<file path="config.mk">
export PLATFORM = sky130hd
export DESIGN_NAME = mini_cpu
export DESIGN_NICKNAME = d
export VERILOG_FILES = /design/src/rtl/mini_cpu.sv
export SDC_FILE = /design/constraint.sdc
export NUM_CORES = 1
export LEC_CHECK = 0
export ABC_AREA = 1
export BUFFER_PORTS_ARGS = -buffer_cell sky130_fd_sc_hd__buf_2
export CAP_MARGIN = 20
export CELL_PAD_IN_SITES_DETAIL_PLACEMENT = 0
export CELL_PAD_IN_SITES_GLOBAL_PLACEMENT = 1
export CORE_MARGIN = 8
export CORE_UTILIZATION = 46
export CTS_BUF_LIST = sky130_fd_sc_hd__clkbuf_8 sky130_fd_sc_hd__clkbuf_16
export DETAILED_ROUTE_END_ITERATION = 8
export GPL_TIMING_DRIVEN = 0
export PLACE_DENSITY = 0.95
export SLEW_MARGIN = 0
export SYNTH_ARGS = -nofsm -noshare
export SYNTH_HDL_FRONTEND = slang
export SYNTH_SLANG_ARGS = --single-unit
</file>
<file path="constraint.sdc">
create_clock -name clk -period 5.06 [get_ports clk]
set_clock_uncertainty 0.1 [all_clocks]
set_input_delay 0 -clock clk [delete_from_list [all_inputs] [get_ports clk]]
set_output_delay 0 -clock clk [all_outputs]
set_load 0.02 [all_outputs]
</file>
<file path="src/rtl/mini_cpu.sv">
// Single-cycle 8-bit CPU: 24-bit instructions from a combinational ROM,
// eight 8-bit registers, byte-wide data RAM, absolute jumps and HALT.
module mini_cpu (
  input  logic        clk,
  input  logic        rst_,
  output logic [7:0]  rom_addr,
  input  logic [23:0] rom_data,
  output logic [7:0]  ram_addr,
  output logic [7:0]  ram_d_in,
  input  logic [7:0]  ram_d_out,
  output logic        ram_rd_,
  output logic        ram_wr_
);

  typedef enum logic [3:0] {
    OP_NOP = 4'h0, OP_LDI = 4'h1, OP_LD  = 4'h2, OP_ST  = 4'h3,
    OP_ADD = 4'h4, OP_SUB = 4'h5, OP_AND = 4'h6, OP_OR  = 4'h7,
    OP_XOR = 4'h8, OP_MOV = 4'h9, OP_SHL = 4'hA, OP_SHR = 4'hB,
    OP_JMP = 4'hC, OP_JZ  = 4'hD, OP_JNZ = 4'hE, OP_HALT = 4'hF
  } op_e;

  logic [7:0]      pc_q, pc_d;
  logic [7:0][7:0] rf_q;

  op_e        op;
  logic [2:0] rd_idx, ra_idx, rb_idx;
  logic [7:0] imm, a_val, b_val;
  logic       rf_we;
  logic [7:0] rf_wd;
  logic       is_ld, is_st;

  logic unused_bits;
  assign unused_bits = ^{rom_data[19], rom_data[15], rom_data[11]};

  assign op     = op_e'(rom_data[23:20]);
  assign rd_idx = rom_data[18:16];
  assign ra_idx = rom_data[14:12];
  assign rb_idx = rom_data[10:8];
  assign imm    = rom_data[7:0];

  // Operands are read from the current register state, so rd==ra/rb sees the old value.
  assign a_val = rf_q[ra_idx];
  assign b_val = rf_q[rb_idx];

  assign rom_addr = pc_q;

  always_comb begin
    pc_d  = pc_q + 8'd1;
    rf_we = 1'b0;
    rf_wd = 8'h00;
    is_ld = 1'b0;
    is_st = 1'b0;
    case (op)
      OP_NOP:  ;
      OP_LDI:  begin rf_we = 1'b1; rf_wd = imm; end
      OP_LD:   begin rf_we = 1'b1; rf_wd = ram_d_out; is_ld = 1'b1; end
      OP_ST:   is_st = 1'b1;
      OP_ADD:  begin rf_we = 1'b1; rf_wd = a_val + b_val; end
      OP_SUB:  begin rf_we = 1'b1; rf_wd = a_val - b_val; end
      OP_AND:  begin rf_we = 1'b1; rf_wd = a_val & b_val; end
      OP_OR:   begin rf_we = 1'b1; rf_wd = a_val | b_val; end
      OP_XOR:  begin rf_we = 1'b1; rf_wd = a_val ^ b_val; end
      OP_MOV:  begin rf_we = 1'b1; rf_wd = a_val; end
      OP_SHL:  begin rf_we = 1'b1; rf_wd = {a_val[6:0], 1'b0}; end
      OP_SHR:  begin rf_we = 1'b1; rf_wd = {1'b0, a_val[7:1]}; end
      OP_JMP:  pc_d = imm;
      OP_JZ:   if (a_val == 8'h00) pc_d = imm;
      OP_JNZ:  if (a_val != 8'h00) pc_d = imm;
      OP_HALT: pc_d = pc_q;
      default: ;
    endcase
  end

  // RAM strobes are qualified by rst_ so a reset during ST kills the write at once.
  always_comb begin
    ram_rd_  = 1'b1;
    ram_wr_  = 1'b1;
    ram_addr = 8'h00;
    ram_d_in = 8'h00;
    if (rst_ && is_ld) begin
      ram_rd_  = 1'b0;
      ram_addr = imm;
    end
    if (rst_ && is_st) begin
      ram_wr_  = 1'b0;
      ram_addr = imm;
      ram_d_in = a_val;
    end
  end

  always_ff @(posedge clk or negedge rst_) begin
    if (!rst_) begin
      pc_q <= 8'h00;
      rf_q <= '0;
    end else begin
      pc_q <= pc_d;
      if (rf_we) rf_q[rd_idx] <= rf_wd;
    end
  end

endmodule

</file>
# Yosys cells after proc, flatten, opt, wreduce, memory -nomap -nowiden
# Cells that the tools add are included.
# op_classes
addsub	3
multipliers	0
n_div	0
magnitude_cmp	4
n_eq_ne	15
n_shift	0
muxes	19
bitwise_logic	3
n_reduce_logical	6
# ops
cell	n
case mux 8 bit (10 select lines)	1
bitwise mux 64 bit	1
2-to-1 mux 8 bit	8
binary-select mux 8 bit (select 3 bit)	2
equality test 4 bit, second input constant	8
case mux 8 bit (4 select lines)	1
demux 8 bit (select 3 bit)	1
equality test 4 x 3 -> 1 bit, second input constant	4
less-than comparator 3 x 4 -> 1 bit, second input constant	3
OR reduction 10 bit	1
adder 8 x 1 -> 8 bit, second input constant	1
adder 8 bit	1
bitwise AND 8 bit	1
equality test 4 x 2 -> 1 bit, second input constant	2
logical NOT 8 bit	1
OR 8 bit	1
nonzero test 8 bit	1
subtractor 8 bit	1
bitwise XOR 8 bit	1
2-to-1 mux 1 bit	5
equality test 4 x 1 -> 1 bit, second input constant	1
>= comparator 3 x 1 -> 1 bit, second input constant	1
logical AND 1 bit	3
# totals
reg_bits	72
latchBits	0
mem_bits_rw	0
romBits	0
input_bits	34
out_inout_bits	26
word_cells	59
memories	0

# Logic depth before layout (Yosys ltp)
# depth
depth_word	5
mapped_depth	22
mapped_depth_nobuf	21

# Least setup slack after synthesis
# OpenSTA, ideal clock, no wires.
# synth_path
path_kind	reg-to-reg
from	register rf_q[24] in the netlist's numbering
to	register rf_q[14] in the netlist's numbering
setup_ps	118
t_arrival_ps	2888
t_required_ps	4842
path_slack_ps	1953
stages_incl_launch_ff	22
n_path_buf	0
synth_period_minus_slack_ps	3107
cell_sequence	dfrtp_1 inv_1 nand2_1 nand3_1 nand2_1 o21ai_0 ha_1 nor2_1 xor2_1 ha_1 nand2_1 inv_1 o21a_1 o21ai_0 nand2_1 nand2_1 nand2_1 or2_2 nand3_1 o211ai_1 nand2_1 nand2_1
# synth_between
elab_chain_len	5
word_cells_on_any_way	8
cone_classes	2 x add/sub; 6 x mux
# synth_rtl
item	line	rtl
start, declared	23	logic [7:0][7:0] rf_q;
start signal, assigned by index	97	if (rf_we) rf_q[rd_idx] <= rf_wd;
binary-select mux 8 bit (select 3 bit) (on tied branches)	42, 43	
2-to-1 mux 8 bit (on tied branches)	42, 43	
subtractor 8 bit / adder 8 bit (equally long branches)	59, 58	
case mux 8 bit (10 select lines) *	53	case (op)
bitwise mux 64 bit *	97	
# Every way passes the cells marked *; elsewhere a longest branch is shown, timed or not. The select of a mux whose other input is x is not followed.
# A chain may end at the register's enable or synchronous reset.

# Final worst setup path
# layout_path
from	register rf_q[24] in the netlist's numbering
to	register rf_q[62] in the netlist's numbering
# The elaborated chain is that of the path after synthesis.

==> flow_summary.ini <==
[worst_hold_path]
min_path_type = in2reg

[floorplanning]
fp-row-count = 41
dieArea_um2 = 16300
io_pins = 60
core-area_um2 = 12400
die_w_um = 128
die_h_um = 128
start_util = 0.463

[grt]
use_met1 = 0.281
grt_pass1_vias = 5523
top_usage_layer = met2
met2_usage = 0.371
gr-total-overflow = 0
use_met3 = 0.0474
antenna_found_initial = 0
grt_max_degree = 60
grt_usage = 0.227
grt_pass1_wl_um = 28900

[setup_path]
crit_type = reg2reg
arrival_ps = 4250
cpMaxStageDelayCell = o21ai_0
path_cells = inv_1, nand2_1, nand3_1, nand2_1, o21ai_0, ha_1, nor2_1, xor2_1, ha_1, nand2_1, inv_1, o21a_1, o21ai_0, nand2_1, nand2_1, nand2_1, or2_2, nand3_1, o211ai_1, nand2_1, nand2_1
startpoint_type = flip-flop
worstPathRequired_ps = 5180
crit_top_cell = nand2_1
critPathMaxFanout = 8
crit_path_max_incr_delay_ps = 760
cp-end-kind = flip-flop

[logic_synthesis]
synth.distinct_cells = 41
synth.area.top_cells = dfrtp_1 (31%), nand2_1 (19%), inv_1 (8.2%)
synth_edf_count = 0
synth_top_family_by_area = simple AND/OR/NAND/NOR gates
async_flop_share = 1.00
synth_top_area_cell = dfrtp_1
synth.most_common_cell = nand2_1
syn_inst = 883
yosys.area_share.simple = 0.340
synth-seq-cells = 72
ys.flop_type = dfrtp_1
synth_top_cell_area_share = 0.314
synthTopCellsByCount = nand2_1 (293), inv_1 (126), nand3_1 (77)
ys_warn_count = 0
synthesis.nets = 943
synth_area_um2 = 5750
synth-seq-area-share = 0.314
muxShareOfSynthArea = 0
synth_compound_area_frac = 0.155
synth_xor_area_frac = 0.0168
synthAdderAreaFrac = 0.0579
avgSynthCellArea_um2 = 6.51

[clocking]
clk_path_buf_depth = 2
ctsResizeCount = 0
clkLatencyLatePin_ps = 340
cts_root_buf = clkbuf_16
htree_levels = 3
cts_tree = done
cts_setup_buffers = 0
cts.sinks = 72
clkSlewWorstSetupHoldPaths_ps = 60
cts_buffers = 9

[run_status]
status = finished, final reports clean

[detailed_routing]
wl_per_cell_um = 16.1
drc = 0
drtAntennaViolNets = 0
vias = 5906
drt_iter0_markers = 530
postRouteWirelength_um = 18400
via_per_inst = 5.19
first_pass_iters = 6

[place]
gp_congestion = 0.901
dp_hpwl_um = 13800
portBuffers = 54
dpl-instance-area_um2 = 6260

[timing]
slew_viol_final = 0
rsz0062_at_grt = false
final.setup.tns_ps = 0
period_minus_slack_ps = 4130
post-route-period-util = 0.816
relSlewSlack = 0.320
finalSetupViolCount = 0
fmax_mhz = 242
tightest_slew_ps = 1010
hold_violations = 0

[final_layout]
insertedDiodeCount = 0
final_area_um2 = 6720
final.fill_count = 1266
drive_gt1_frac = 0.124
synthToLayoutAreaGrowth_pct = 17.0
nets = 1023

[power]
peakVddDrop_uv = 257
leakage_uw = 0.00354
p_per_area_nw_per_um2 = 363
power.total_uw = 2440

[run]
max_cap_viol_count = 0
-- placed cells by master, fill, tap and decap left out, types with 2 or more instances in the layout --
master,netlist,routed
clkbuf_1,11,11
nand2_2,8,8
buf_2,10,63
dlygate4sd3_1,0,14
o2111ai_1,2,2
ha_1,25,25
nor3_1,4,4
inv_1,126,127
nor2_1,56,56
nor4_2,8,8
a21oi_1,40,40
clkinv_2,1,2
o21ai_2,2,2
clkinv_1,3,3
clkbuf_8,0,2
dfrtp_1,72,72
a211oi_1,5,5
o211ai_1,9,9
bufinv_16,0,2
xor2_1,11,11
buf_6,6,6
o21ai_0,68,68
inv_2,3,3
o22ai_1,4,4
buf_4,2,3
nand2_1,293,293
o211ai_2,2,2
o21ai_1,15,15
nand3b_1,3,3
a221oi_1,2,2
nor2_2,3,3
nand3_1,77,77
clkbuf_16,0,9
-- sequential cells by signal, indices dropped and copies added, names as in the netlist --
| signal | flops |
|---|---|
| rf_q | 64 |
| rom_addr | 8 |
-- critical path: cells and delay by family (launching register included) --
| kind | cells | cell delay, ps |
|---|---|---|
| AOI/OAI and AO/OA | 4 | 1460 |
| and+or+nand+nor | 12 | 1110 |
| adders and majority gates | 2 | 650 |
| DFF | 1 | 390 |
| xor gates and xnor gates | 1 | 170 |
| buffers and inverters | 2 | 130 |
-- final timing paths --
check                                     start                 endpoint  slack (ps)  cells after the start
min reg2reg                rf_q[45]$_DFFE_PN0P_     rf_q[45]$_DFFE_PN0P_         380                      2
max                        rf_q[24]$_DFFE_PN0P_     rf_q[62]$_DFFE_PN0P_         930                     21
min in group asynchronous                  rst_     rf_q[18]$_DFFE_PN0P_         110                      3
max reg2reg                rf_q[24]$_DFFE_PN0P_     rf_q[62]$_DFFE_PN0P_         930                     21
min                                 rom_data[3]  rom_addr[3]$_DFFE_PN0P_         0.6                      5
max in group asynchronous                  rst_     rf_q[26]$_DFFE_PN0P_        3660                      3
-- where the power goes --
| part | switching, uW | internal (uW) |
|---|---|---|
| Sequential | 113 | 729 |
| Combinational | 589 | 317 |
| Clock | 239 | 453 |
-- kinds of logic after synthesis --
family | Yosys count
xor+xnor | 11
compound gates | 156
flops | 72
simple gates | 456
fa+ha+maj | 26
buf+inv | 162
-- routing by layer --
layer / part of all wire / wire length, um
met5: 0 / 0
met4: 0.029 / 530
met3: 0.062 / 1140
met2: 0.47 / 8630
met1: 0.44 / 8070
-- stage by stage --
| stage | worst slack, ps | hold slack (ps) | instances | util |
|---|---|---|---|---|
| after floorplan | 1950 | -396 | 883 | - |
| after global placement | 861 | 168 | 1109 | 0.502 |
| after detailed placement | 850 | -216 | 1110 | 0.504 |
| after CTS | 958 | 11.3 | 1139 | 0.542 |
| after global routing | 632 | 37.7 | 1139 | 0.542 |
| final | 932 | 0.627 | 1139 | 0.542 |
-- timing repair --
| item | CTS | global route |
|---|---|---|
| setup endpoints to repair | 0 | 0 |
| hold buffers | 14 | 0 |
| endpoints found under the hold margin | 104 | 0 |
-- area by class of cell --
cell class / instances / area (um^2) / area share
Clock buffer: 11 / 253 / 0.0376
Inverter: 133 / 500 / 0.0744
Multi-Input combinational cell: 649 / 3270 / 0.486
Buffer: 29 / 174 / 0.0259
Timing Repair Buffer: 69 / 440 / 0.0655
Clock inverter: 4 / 68.8 / 0.0102
Tap cell: 172 / 215 / 0.0320
Sequential cell: 72 / 1800 / 0.268
Power figures use the tool's default switching activity.
